## config.mk

```make
export PLATFORM = sky130hd
export DESIGN_NAME = hack_cpu_wait
export DESIGN_NICKNAME = d
export VERILOG_FILES = /design/src/rtl/hack_pkg.sv /design/src/rtl/hack_alu.sv /design/src/rtl/hack_cpu_wait.sv
export SDC_FILE = /design/constraint.sdc
export NUM_CORES = 1
export LEC_CHECK = 0
export ABC_AREA = 1
export BUFFER_PORTS_ARGS = -buffer_cell sky130_fd_sc_hd__buf_2
export CORE_UTILIZATION = 45
export CTS_CLUSTER_DIAMETER = 50
export DETAILED_ROUTE_END_ITERATION = 10
export GPL_ROUTABILITY_DRIVEN = 0
export PLACE_DENSITY = 0.75
export SLEW_MARGIN = 20
export SYNTH_ARGS = -nofsm -noshare
export SYNTH_HDL_FRONTEND = slang
export SYNTH_SLANG_ARGS = --single-unit
```

## constraint.sdc

```tcl
create_clock -name clk -period 5.2 [get_ports clk]
set_input_delay 0.26 -clock clk [delete_from_list [all_inputs] [get_ports clk]]
set_output_delay 0.26 -clock clk [all_outputs]
set_load 0.1 [all_outputs]
```

## src/rtl/hack_pkg.sv

```systemverilog
// Shared definitions for the Hack CPU core: FSM encoding, C-instruction field
// positions and the ALU control bundle.
package hack_pkg;

  typedef enum logic [1:0] {
    BOOT   = 2'd0,
    RUN    = 2'd1,
    WAIT_M = 2'd2,
    HALT   = 2'd3
  } state_t;

  localparam int A_BIT    = 12;
  localparam int CMP_LSB  = 6;
  localparam int DEST_LSB = 3;
  localparam int JMP_LSB  = 0;

  // Field order matches the instruction word: zx is bit 11, no is bit 6.
  typedef struct packed {
    logic zx;
    logic nx;
    logic zy;
    logic ny;
    logic f;
    logic no;
  } alu_ctl_t;

endpackage

```

## src/rtl/hack_alu.sv

```systemverilog
// Combinational N-bit Hack ALU: preset/negate both operands, add or AND,
// optionally negate the result; flags for zero and negative.
module hack_alu
  import hack_pkg::*;
#(
  parameter int N = 16
) (
  input  logic [N-1:0] x,
  input  logic [N-1:0] y,
  input  alu_ctl_t     ctl,
  output logic [N-1:0] out,
  output logic         zr,
  output logic         ng
);

  logic [N-1:0] xz, xn, yz, yn, fo;

  always_comb begin
    xz  = ctl.zx ? '0 : x;
    xn  = ctl.nx ? ~xz : xz;
    yz  = ctl.zy ? '0 : y;
    yn  = ctl.ny ? ~yz : yz;
    fo  = ctl.f ? (xn + yn) : (xn & yn);
    out = ctl.no ? ~fo : fo;
    zr  = (out == '0);
    ng  = out[N-1];
  end

endmodule

```

## src/rtl/hack_cpu_wait.sv

```systemverilog
// Hack CPU core with a data-memory ready handshake, optional stall timeout and
// sticky fault halt. Define HACK_CPU_ICOUNT_EN to add the retired-instruction counter.
module hack_cpu_wait
  import hack_pkg::*;
#(
  parameter int N        = 16,
  parameter int AW       = 15,
  parameter int WAIT_MAX = 0
) (
  input  logic          clk,
  input  logic          rst,
  input  logic [N-1:0]  outROM,
  input  logic [N-1:0]  outRAM,
  input  logic          memRdy,
  output logic [N-1:0]  inRAM,
  output logic [AW-1:0] addRAM,
  output logic          enM,
  output logic [AW-1:0] PC,
  output logic          memErr
`ifdef HACK_CPU_ICOUNT_EN
  ,output logic [31:0]  icount
`endif
);

  // Counter only has to hold WAIT_MAX-1; the next stall halts instead.
  localparam int WCW = (WAIT_MAX > 1) ? $clog2(WAIT_MAX) : 1;

  state_t         state, state_nxt;
  logic [N-1:0]   a_reg, d_reg;
  logic [WCW-1:0] wait_cnt;

  logic           is_c, a_sel;
  logic [2:0]     dest, jmp;
  alu_ctl_t       ctl;
  logic [N-1:0]   y_op, alu_out;
  logic           zr, ng;
  logic           active, mem_op, stall, timeout, commit, jmp_take;

  assign is_c  = outROM[N-1];
  assign a_sel = outROM[A_BIT];
  assign dest  = outROM[DEST_LSB +: 3];
  assign jmp   = outROM[JMP_LSB +: 3];
  assign ctl   = alu_ctl_t'(outROM[CMP_LSB +: 6]);
  assign y_op  = a_sel ? outRAM : a_reg;

  hack_alu #(.N(N)) u_alu (
    .x   (d_reg),
    .y   (y_op),
    .ctl (ctl),
    .out (alu_out),
    .zr  (zr),
    .ng  (ng)
  );

  assign inRAM  = alu_out;
  assign addRAM = a_reg[AW-1:0];

  always_comb begin
    active    = (state == RUN) || (state == WAIT_M);
    mem_op    = is_c & (a_sel | dest[0]);
    stall     = active & mem_op & ~memRdy;
    timeout   = stall & (WAIT_MAX > 0) & (wait_cnt == WCW'(WAIT_MAX - 1));
    commit    = active & ~stall;
    jmp_take  = is_c & ((jmp[2] & ng) | (jmp[1] & zr) | (jmp[0] & ~ng & ~zr));
    enM       = active & is_c & dest[0];
    state_nxt = state;
    case (state)
      BOOT:        state_nxt = RUN;
      RUN, WAIT_M: begin
        if (timeout)    state_nxt = HALT;
        else if (stall) state_nxt = WAIT_M;
        else            state_nxt = RUN;
      end
      HALT:        state_nxt = HALT;
      default:     state_nxt = BOOT;
    endcase
  end

  always_ff @(posedge clk or negedge rst) begin
    if (!rst) begin
      state    <= BOOT;
      a_reg    <= '0;
      d_reg    <= '0;
      PC       <= '0;
      wait_cnt <= '0;
      memErr   <= 1'b0;
    end else begin
      state <= state_nxt;
      if (timeout) memErr <= 1'b1;
      if (commit)                      wait_cnt <= '0;
      else if (stall && WAIT_MAX > 0)  wait_cnt <= wait_cnt + 1'b1;
      // Jump target uses the pre-edge A even when A is also a destination.
      if (commit) begin
        if (!is_c) begin
          a_reg <= {1'b0, outROM[N-2:0]};
        end else begin
          if (dest[2]) a_reg <= alu_out;
          if (dest[1]) d_reg <= alu_out;
        end
        PC <= jmp_take ? a_reg[AW-1:0] : PC + 1'b1;
      end
    end
  end

`ifdef HACK_CPU_ICOUNT_EN
  always_ff @(posedge clk or negedge rst) begin
    if (!rst)        icount <= '0;
    else if (commit) icount <= icount + 32'd1;
  end
`endif

endmodule

```

==> results of run 1 <==
## area by class of cell
class,instances,area [sq um]
Timing Repair Buffer,85,435.4
Clock inverter,3,68.82
Multi-Input combinational cell,562,2935
Clock buffer,5,68.82
Fill cell,1087,5069
Tap cell,136,170.2
Inverter,118,442.9
Sequential cell,49,1226
## cell usage after synthesis, types with 4 or more instances
library cell | instances | area share, %
o21ai_0 | 54 | 5.5
xnor2_1 | 4 | 0.72
clkbuf_1 | 21 | 1.6
nand3_1 | 106 | 11
inv_1 | 114 | 8.8
nor3_1 | 4 | 0.41
nand4_1 | 9 | 1.2
nor2_1 | 28 | 2.2
ha_1 | 19 | 4.9
xor2_1 | 43 | 7.7
buf_2 | 6 | 0.62
nand2_1 | 220 | 17
dfrtp_1 | 49 | 25
a21oi_1 | 31 | 3.2
and2_1 | 4 | 0.51
o211ai_1 | 4 | 0.62
nand2_2 | 11 | 1.4
buf_4 | 19 | 2.9
o22ai_1 | 5 | 0.64
## worst max-delay path by stage
stage	endpoint	slack (ps)	cells past startpoint
finish	PC[9]	1300	20
floorplan	PC[0]	510	19
detailed placement	PC[3]	1030	20
global placement	PC[2]	1080	20
global route	PC[7]	970	20
CTS	PC[12]	1360	20
## metrics by stage
stage	setup slack [ps]	std cells	util [%]
after floorplan	511.3	779	-
after global placement	1084	950	50.02
after detailed placement	1030	950	50.02
after CTS	1357	958	51.34
after global routing	970.8	958	51.34
final	1300	958	51.34
## per-layer routing
metal | GRT usage (%) | share of wire (%) | up-vias
met5 | 0 | 0 | -
met4 | 7.341 | 1.6 | 0
met3 | 2.023 | 4.5 | 17
met2 | 42.12 | 46 | 146
met1 | 32.99 | 47 | 2307
li1 | - | - | 2531
## placed cells by master (no fill, tap or decap), types with 5 or more instances in the layout
cell      synthesis  layout
clkbuf_8          0       5
o21ai_0          54      54
nor2_1           28      28
ha_1             19      19
inv_1           114     114
nand3_1         106     106
a21oi_1          31      31
xor2_1           43      43
dfrtp_1          49      49
nand2_1         220     220
nand2_2          11      11
buf_2             6      81
o22ai_1           5       5
nand4_1           9       9
## worst register-to-register path: cells and delay by family, from the launching register on
family / cells / cell delay, ps
DFF: 1 / 380
buffers and inverters: 2 / 190
xor gates and xnor gates: 1 / 190
and+or+nand+nor: 11 / 1530
AOI/OAI and AO/OA: 4 / 650
adders and majority gates: 2 / 740
## cells by family after synthesis
kind of cell	count (synthesis)
adder cells (fa/ha/maj)	20
AND/OR/NAND/NOR	395
buffers and inverters	168
flip-flops	49
XOR/XNOR	47
AO/OA/AOI/OAI	99
other	1
==> flow_summary.ini, run 1 <==
[layout]
syn2layout_area_growth_pct = 9.618
fin_nets = 876
final_area_sq_um = 5348
diodes = 0
layout-drive-gt1-share_pct = 14.11

[hold_path]
worstHoldPathType = in2async

[synthesis]
syn_avg_cell_area_sq_um = 6.262
syn_inst = 779
syn_area_sq_um = 4878
ys_seq_area_share_pct = 25.13
synth_top_family_by_area = simple AND/OR/NAND/NOR gates
synth_edf_count = 0
ys_warn_count = 0
synth_compound_area_share_pct = 10.70
yosys.area_share.adder_pct = 5.283
synth.mux.area_fraction_pct = 0
synth_xor_area_share_pct = 8.438
synth_ff_type = dfrtp_1
synth_simple_gate_area_share_pct = 35.68
synth_cell_types = 35
async_flop_share_pct = 100.0
ys_seq_elements = 49
synth.net_count = 834

[setup_path]
startpoint = outROM[12]
worst-path-max-fanout = 32
startpoint_type = primary input
crit_buf_inv = 3
critPathSlowestCell = inv_1
worstSetupPathType = in2reg
reg2regPathDepth = 20
cp-end-kind = register
r2r_start = a_reg[0]
reg2reg_to = PC[9]
cp.required_ps = 5400
arrival_ps = 4100
path_common_cell = nand2_1
critPathMaxStageDelay_ps = 570
cp_cell_sequence = buf_2 > inv_1 > o21ai_0 > xor2_1 > ha_1 > fa_1 > o21ai_0 > o21ai_0 > nand2_1 > nand2_1 > inv_1 > nand3_1 > nor3_1 > nand3_1 > nand2_2 > nand3_4 > nand2_4 > nand2_1 > nand3_1 > nand2_1
cp_top_family = simple AND/OR/NAND/NOR gates
rrSetupSlack_ps = 1430

[run]
cap_violations = 0

[sta]
tightest_slew_ps = 941.6
drv_slew = 0
hold_viol_final = 0
whs_ps = 41.52
finClkSkew_ps = 11.63
min_period_ps = 3900
rsz0062_at_grt = no
setup_tns_ps = 0
setup_viol = 0
fin_crit_sh_pct = 74.99
max_freq_mhz = 256.4
relSlewSlack_pct = 36.80

[floorplanning]
core.rowCount = 37
core_sq_um = 10420
dieArea_sq_um = 11260
die_width_um = 106.1
initial_core_util_pct = 46.83
boundaryPins = 83
die_h_um = 106.1

[global_route]
antenna_found_initial = 0
overflow = 0
grt_max_degree = 50
grt_pass1_wl_mm = 22.08
grt_pass1_vias = 4545
grt_usage_pct = 24.63

[clock_tree]
clkTransAtPathRegs_ps = 110
cts.sinks = 49
clockBufferDepth = 2
clkLatencyLatePin_ps = 320
post_cts_resized = 0
cts_tree = yes
hold_buffers = 0
postCtsSetupBuffers = 0
cts_buffers = 5
clock-root-buffer = clkbuf_8
htree_levels = 2

[place]
numPortBuffers = 81
dp_hpwl_mm = 10.16
dpl_cell_area_sq_um = 5210

[route]
drtPass1Iterations = 6
avgRoutedWirePerCell_um = 14.05
vias_per_cell = 5.220
drt_iter0_drc = 328
wl_mm = 13.46
drc = 0
vias = 5001
ant_nets = 0

[outcome]
status = completed
Power of run 1 is not shown: default switching activity piles up to over one toggle a cycle in this logic, so the estimate is an artifact.
==> inputs of run 2 (changes only) <==
--- a/config.mk
+++ b/config.mk
@@ -11,7 +11,7 @@
 export CTS_CLUSTER_DIAMETER = 50
 export DETAILED_ROUTE_END_ITERATION = 10
 export GPL_ROUTABILITY_DRIVEN = 0
-export PLACE_DENSITY = 0.75
+export PLACE_DENSITY = 0.78
 export SLEW_MARGIN = 20
 export SYNTH_ARGS = -nofsm -noshare
 export SYNTH_HDL_FRONTEND = slang
==> constraint.sdc (replaced) <==
create_clock -name clk -period 3.3 [get_ports clk]
set_input_delay 0.165 -clock clk [delete_from_list [all_inputs] [get_ports clk]]
set_output_delay 0.165 -clock clk [all_outputs]
set_load 0.1 [all_outputs]
==> flow_summary.ini, run 2 (same netlist as run 1, synthesis figures left out) <==
[setup_path]
worstSetupPathType = reg2reg
cp_cell_sequence = inv_2 > a21oi_2 > o21ai_1 > xor2_1 > ha_2 > fa_2 > nand2_1 > nand2_2 > buf_6 > nand3_4 > nand2_4 > nand2_4 > nand3_2 > nand3_2 > nand3_2 > nand2_1 > nand2_1 > nor2_2 > nand4_1 > nand3_4 > buf_12 > nand3_1 > nand3_1 > nand2_1
cp.required_ps = 3500
cp_top_family = simple AND/OR/NAND/NOR gates
startpoint_type = register
worst-path-max-fanout = 8
critPathMaxStageDelay_ps = 410
cp-end-kind = register
crit_buf_inv = 3
path_common_cell = nand2_1
arrival_ps = 3590
critPathSlowestCell = fa_2

[clock_tree]
clkLatencyLatePin_ps = 310
cts_tree = yes
htree_levels = 2
cts_buffers = 5
clockBufferDepth = 2
clkTransAtPathRegs_ps = 100
cts.sinks = 49
clock-root-buffer = clkbuf_8

[sta]
hold_viol_final = 0
whs_ps = 148.8
max_freq_mhz = 295.3
relSlewSlack_pct = 42.38
rsz0062_at_grt = yes
fin_crit_sh_pct = 102.6
tightest_slew_ps = 863.4
min_period_ps = 3387
drv_slew = 0
finClkSkew_ps = 9.840
setup_slack_ps = -86.72
setup_viol = 15

[global_route]
grt_max_degree = 50
grt_pass1_wl_mm = 23.36
antenna_found_initial = 0
grt_pass1_vias = 4885
grt_usage_pct = 25.67
overflow = 0

[run]
cap_violations = 0

[floorplanning]
core_sq_um = 10420
boundaryPins = 83
die_width_um = 106.1
dieArea_sq_um = 11260
die_h_um = 106.1
core.rowCount = 37
initial_core_util_pct = 46.83

[outcome]
violations = setup timing
status = complete, but fails checks

[layout]
diodes = 0
syn2layout_area_growth_pct = 33.42
num-fill-cells = 874
fin_nets = 938
final_cell_mix = nand2_1 (196), inv_1 (108), nand3_1 (75)
layout-drive-gt1-share_pct = 30.20
layout_commonest_cell = nand2_1

[route]
drtPass1Iterations = 5
drc = 0
avgRoutedWirePerCell_um = 14.77
ant_nets = 0
vias_per_cell = 5.406
vias = 5514
wl_mm = 15.07
drt_iter0_drc = 454

[hold_path]
worstHoldPathType = in2reg

[place]
dp_hpwl_mm = 10.68
numPortBuffers = 81
[run 2: area by class of cell]
cell class                 count  area (sq um)  share of cell area, %
multi-input combinational    562          3344                  51.38
sequential                    49          1226                  18.84
timing repair buffer         147          1200                  18.44
inverter                     118         447.9                  6.882
tap                          136         170.2                  2.614
clock buffer                   6         82.58                  1.269
clock inverter                 2         37.54                 0.5767
[run 2: worst paths after layout]
check / cells after the start / end / slack [ps] / from
hold reg to reg: 2 / d_reg[13] / 500 / d_reg[13]
hold / removal: 3 / a_reg[5] / 150 / outROM[5]
setup / recovery: 24 / PC[9] / -90 / a_reg[0]
min in group asynchronous: 3 / state[0] / 500 / rst
setup reg to reg: 24 / PC[9] / -90 / a_reg[0]
max in group asynchronous: 3 / PC[7] / 2370 / rst
[run 2: repair_timing]
action,4_1_cts,5_1_grt
hold buffers,1,0
gates cloned,1,0
pin swaps,13,71
gates resized for setup,15,96
hold endpoints to repair,49,0
buffers inserted,5,13
setup endpoints to repair,17,23
[run 2: metal layers]
metal | up-vias | part of all wire [%] | track usage [%]
met3 | 61 | 6.7 | 2.698
met2 | 267 | 48 | 43.92
li1 | 2656 | - | -
met4 | 0 | 3.5 | 10.62
met5 | - | 0 | 0
met1 | 2530 | 41 | 32.82
[run 2: tightest hold or removal path, delay by kind of cell]
kind / cells / cell delay, ps
AO/OA/AOI/OAI: 2 / 160
buffers and inverters: 1 / 100
[run 2: stage by stage]
stage / setup TNS (ps) / cells / utilization, % / setup WS (ps) / instance area (sq um)
2_1_floorplan: 0 / 779 / - / 31.08 / 4930
3_3_place_gp: 0 / 994 / 56.16 / 3.780 / 5849
3_5_place_dp: -1633 / 994 / 56.16 / -122.8 / 5849
4_1_cts: 0 / 1008 / 58.31 / 26.13 / 6073
5_1_grt: -4362 / 1020 / 62.49 / -311.0 / 6509
6_report: -859.0 / 1020 / 62.49 / -86.72 / 6509
Power of run 2 is left out for the same reason.
==> inputs of run 3 (changes only) <==
--- a/config.mk
+++ b/config.mk
@@ -11,8 +11,9 @@
 export CTS_CLUSTER_DIAMETER = 50
 export DETAILED_ROUTE_END_ITERATION = 10
 export GPL_ROUTABILITY_DRIVEN = 0
-export PLACE_DENSITY = 0.78
-export SLEW_MARGIN = 20
+export PLACE_DENSITY = 0.77
+export SLEW_MARGIN = 15
 export SYNTH_ARGS = -nofsm -noshare
 export SYNTH_HDL_FRONTEND = slang
+export SYNTH_HIERARCHICAL = 1
 export SYNTH_SLANG_ARGS = --single-unit
==> flow_summary.ini, run 3 <==
[floorplanning]
dieArea_sq_um = 11820
core_sq_um = 10980
die_h_um = 108.7
die_width_um = 108.7
boundaryPins = 83
core.rowCount = 38
initial_core_util_pct = 46.67

[layout]
fin_nets = 1013
num-fill-cells = 996
layout_commonest_cell = nand2_1
final_cell_mix = nand2_1 (295), inv_1 (138), nand3_1 (76)
multi_input_area_sq_um = 3359
syn2layout_area_growth_pct = 30.12
regArea_sq_um = 1226
diodes = 0
layout-drive-gt1-share_pct = 25.86

[route]
wl_mm = 14.65
avgRoutedWirePerCell_um = 13.33
drtPass1Iterations = 5
ant_nets = 0
drc = 0
drt_iter0_drc = 467
vias = 5638
vias_per_cell = 5.130

[setup_path]
reg2reg_to = PC[13]
arrival_ps = 3740
rrSetupSlack_ps = -260
cp-end-kind = register
cp.required_ps = 3480
r2r_start = a_reg[0]
worstSetupPathType = reg2reg
startpoint_type = register
worst-path-max-fanout = 6
reg2regPathDepth = 25

[synthesis]
synth_common_cells = nand2_1 (313), inv_1 (139), nand3_1 (92)
syn_avg_cell_area_sq_um = 6.103
synth_edf_count = 0
syn_inst = 840
async_flop_share_pct = 100.0
ys_seq_elements = 49
synth.most_common_cell = nand2_1
netlist.top_cell.by_area = dfrtp_1
synth_ff_type = dfrtp_1
synth_cell_types = 37
yosysTopAreaCellShare_pct = 23.92
ys_seq_area_share_pct = 23.92
ys_warn_count = 6
synth.net_count = 895
post_synth_main_area_contributors = dfrtp_1 (24%), nand2_1 (23%), inv_1 (10%), nand3_1 (9.0%), xor2_1 (5.8%)
syn_area_sq_um = 5126

[clock_tree]
clock-root-buffer = clkbuf_16
htree_levels = 2
clkTransAtPathRegs_ps = 70
clockBufferDepth = 2
cts.sinks = 49
clkLatencyLatePin_ps = 290
cts_buffers = 5
cts_tree = yes

[hold_path]
worstHoldPathCells = 3
whs_endpoint = a_reg[5]
worstHoldPathType = in2reg
hold_start = outROM[5]

[run]
cap_violations = 0

[sta]
fin_crit_sh_pct = 107.9
hold_viol_final = 0
whs_ps = 167.9
tightest_slew_ps = 765.6
setup_viol = 15
min_period_ps = 3561
relSlewSlack_pct = 48.76
drv_slew = 0
rsz0062_at_grt = yes
max_freq_mhz = 280.8
setup_slack_ps = -260.7
finClkSkew_ps = 8.360

[global_route]
grt_pass1_vias = 5255
grt_usage_pct = 25.59
grt_max_degree = 48
antenna_found_initial = 0
grt_pass1_wl_mm = 24.21
overflow = 0

[place]
dp_hpwl_mm = 10.97
numPortBuffers = 81

[outcome]
violations = setup timing
status = complete, but fails checks
[run 3: changes by cell type after synthesis, moves of 5 or more]
| cell | delta |
|---|---|
| nand2_1 | +93 |
| inv_1 | +25 |
| o21ai_0 | -24 |
| a21oi_1 | -23 |
| o21ai_1 | +19 |
| nand3_1 | -14 |
| o21ai_2 | +13 |
| clkbuf_1 | -10 |
| xor2_1 | -9 |
| nand2_2 | -5 |
| o22ai_1 | -5 |
[run 3: stage by stage]
stage	TNS [ps]	setup slack (ps)	utilization, %	cell area, sq um	instances
2_1_floorplan	-657.8	-65.73	-	5288	840
3_3_place_gp	-3003	-221.0	56.99	6260	1085
3_5_place_dp	-3447	-266.3	56.99	6260	1085
4_1_cts	-2565	-206.8	59.35	6519	1097
5_1_grt	-6679	-506.3	60.73	6670	1099
6_report	-3118	-260.7	60.73	6670	1099
[run 3: cells by family (layout without fill, tap and decap cells)]
| group | count (synthesis) | in the layout | share of synthesized area (%) |
|---|---|---|---|
| compound gates | 74 | 74 | 8.519 |
| xor+xnor | 36 | 36 | 6.151 |
| buf+inv | 189 | 307 | 16.82 |
| flops | 49 | 49 | 23.92 |
| fa+ha+maj | 20 | 20 | 5.028 |
| mux | 4 | 4 | 0.8786 |
| other cells | 1 | 1 | 0.07315 |
| simple gates | 467 | 468 | 38.61 |
[run 3: repair_timing]
item / in CTS / in global routing
endpoints found under the hold margin: 20 / 0
buffers inserted: 1 / 2
cloned: 2 / 0
endpoints found under the setup margin: 15 / 17
hold buffers: 1 / 0
resized for setup: 12 / 34
pin swaps: 11 / 20
[run 3: worst max-delay path by stage]
| stage | startpoint | to | slack, ps | depth (start not counted) |
|---|---|---|---|---|
| 2_1_floorplan | a_reg[0] | PC[12] | -70 | 25 |
| 6_report | a_reg[0] | PC[13] | -260 | 25 |
| 3_5_place_dp | outROM[12] | PC[13] | -270 | 27 |
| 3_3_place_gp | outROM[12] | PC[14] | -220 | 27 |
| 4_1_cts | a_reg[0] | PC[13] | -210 | 25 |
| 5_1_grt | a_reg[0] | PC[14] | -510 | 25 |
[run 3: routing by layer]
metal	wire, um	up-vias	GRT usage (%)
met3	970	31	3.168
met1	6472	2572	34.86
li1	-	2815	-
met4	375	0	8.301
met5	0	-	0
met2	6828	220	41.86
[run 3: area by class of cell]
type,instances,area share [%]
tap,140,2.626
sequential,49,18.38
timing repair buffer,156,17.93
inverter,143,8.047
clock inverter,2,0.5627
clock buffer,6,2.082
multi-input combinational,603,50.37
[run 3: critical path, stage by stage (launching register included)]
cell and delay [ps]:
dfrtp_1 380, mux2_4 280, nand2_2 60, xor2_1 130
inv_1 80, ha_4 170, fa_2 540, nand2_2 50
nand2_2 80, xor2_2 180, nand2_2 90, nor2_4 130
nand3_2 70, nor2_2 90, nand3_1 80, nor2_1 130
nand2_2 70, nor2_4 120, nand2_1 90, nand3_4 160
buf_6 150, nand3_2 50, nand2_1 70, inv_1 40
nand2_1 70, nand2_1 70
Power of run 3 is left out for the same reason.
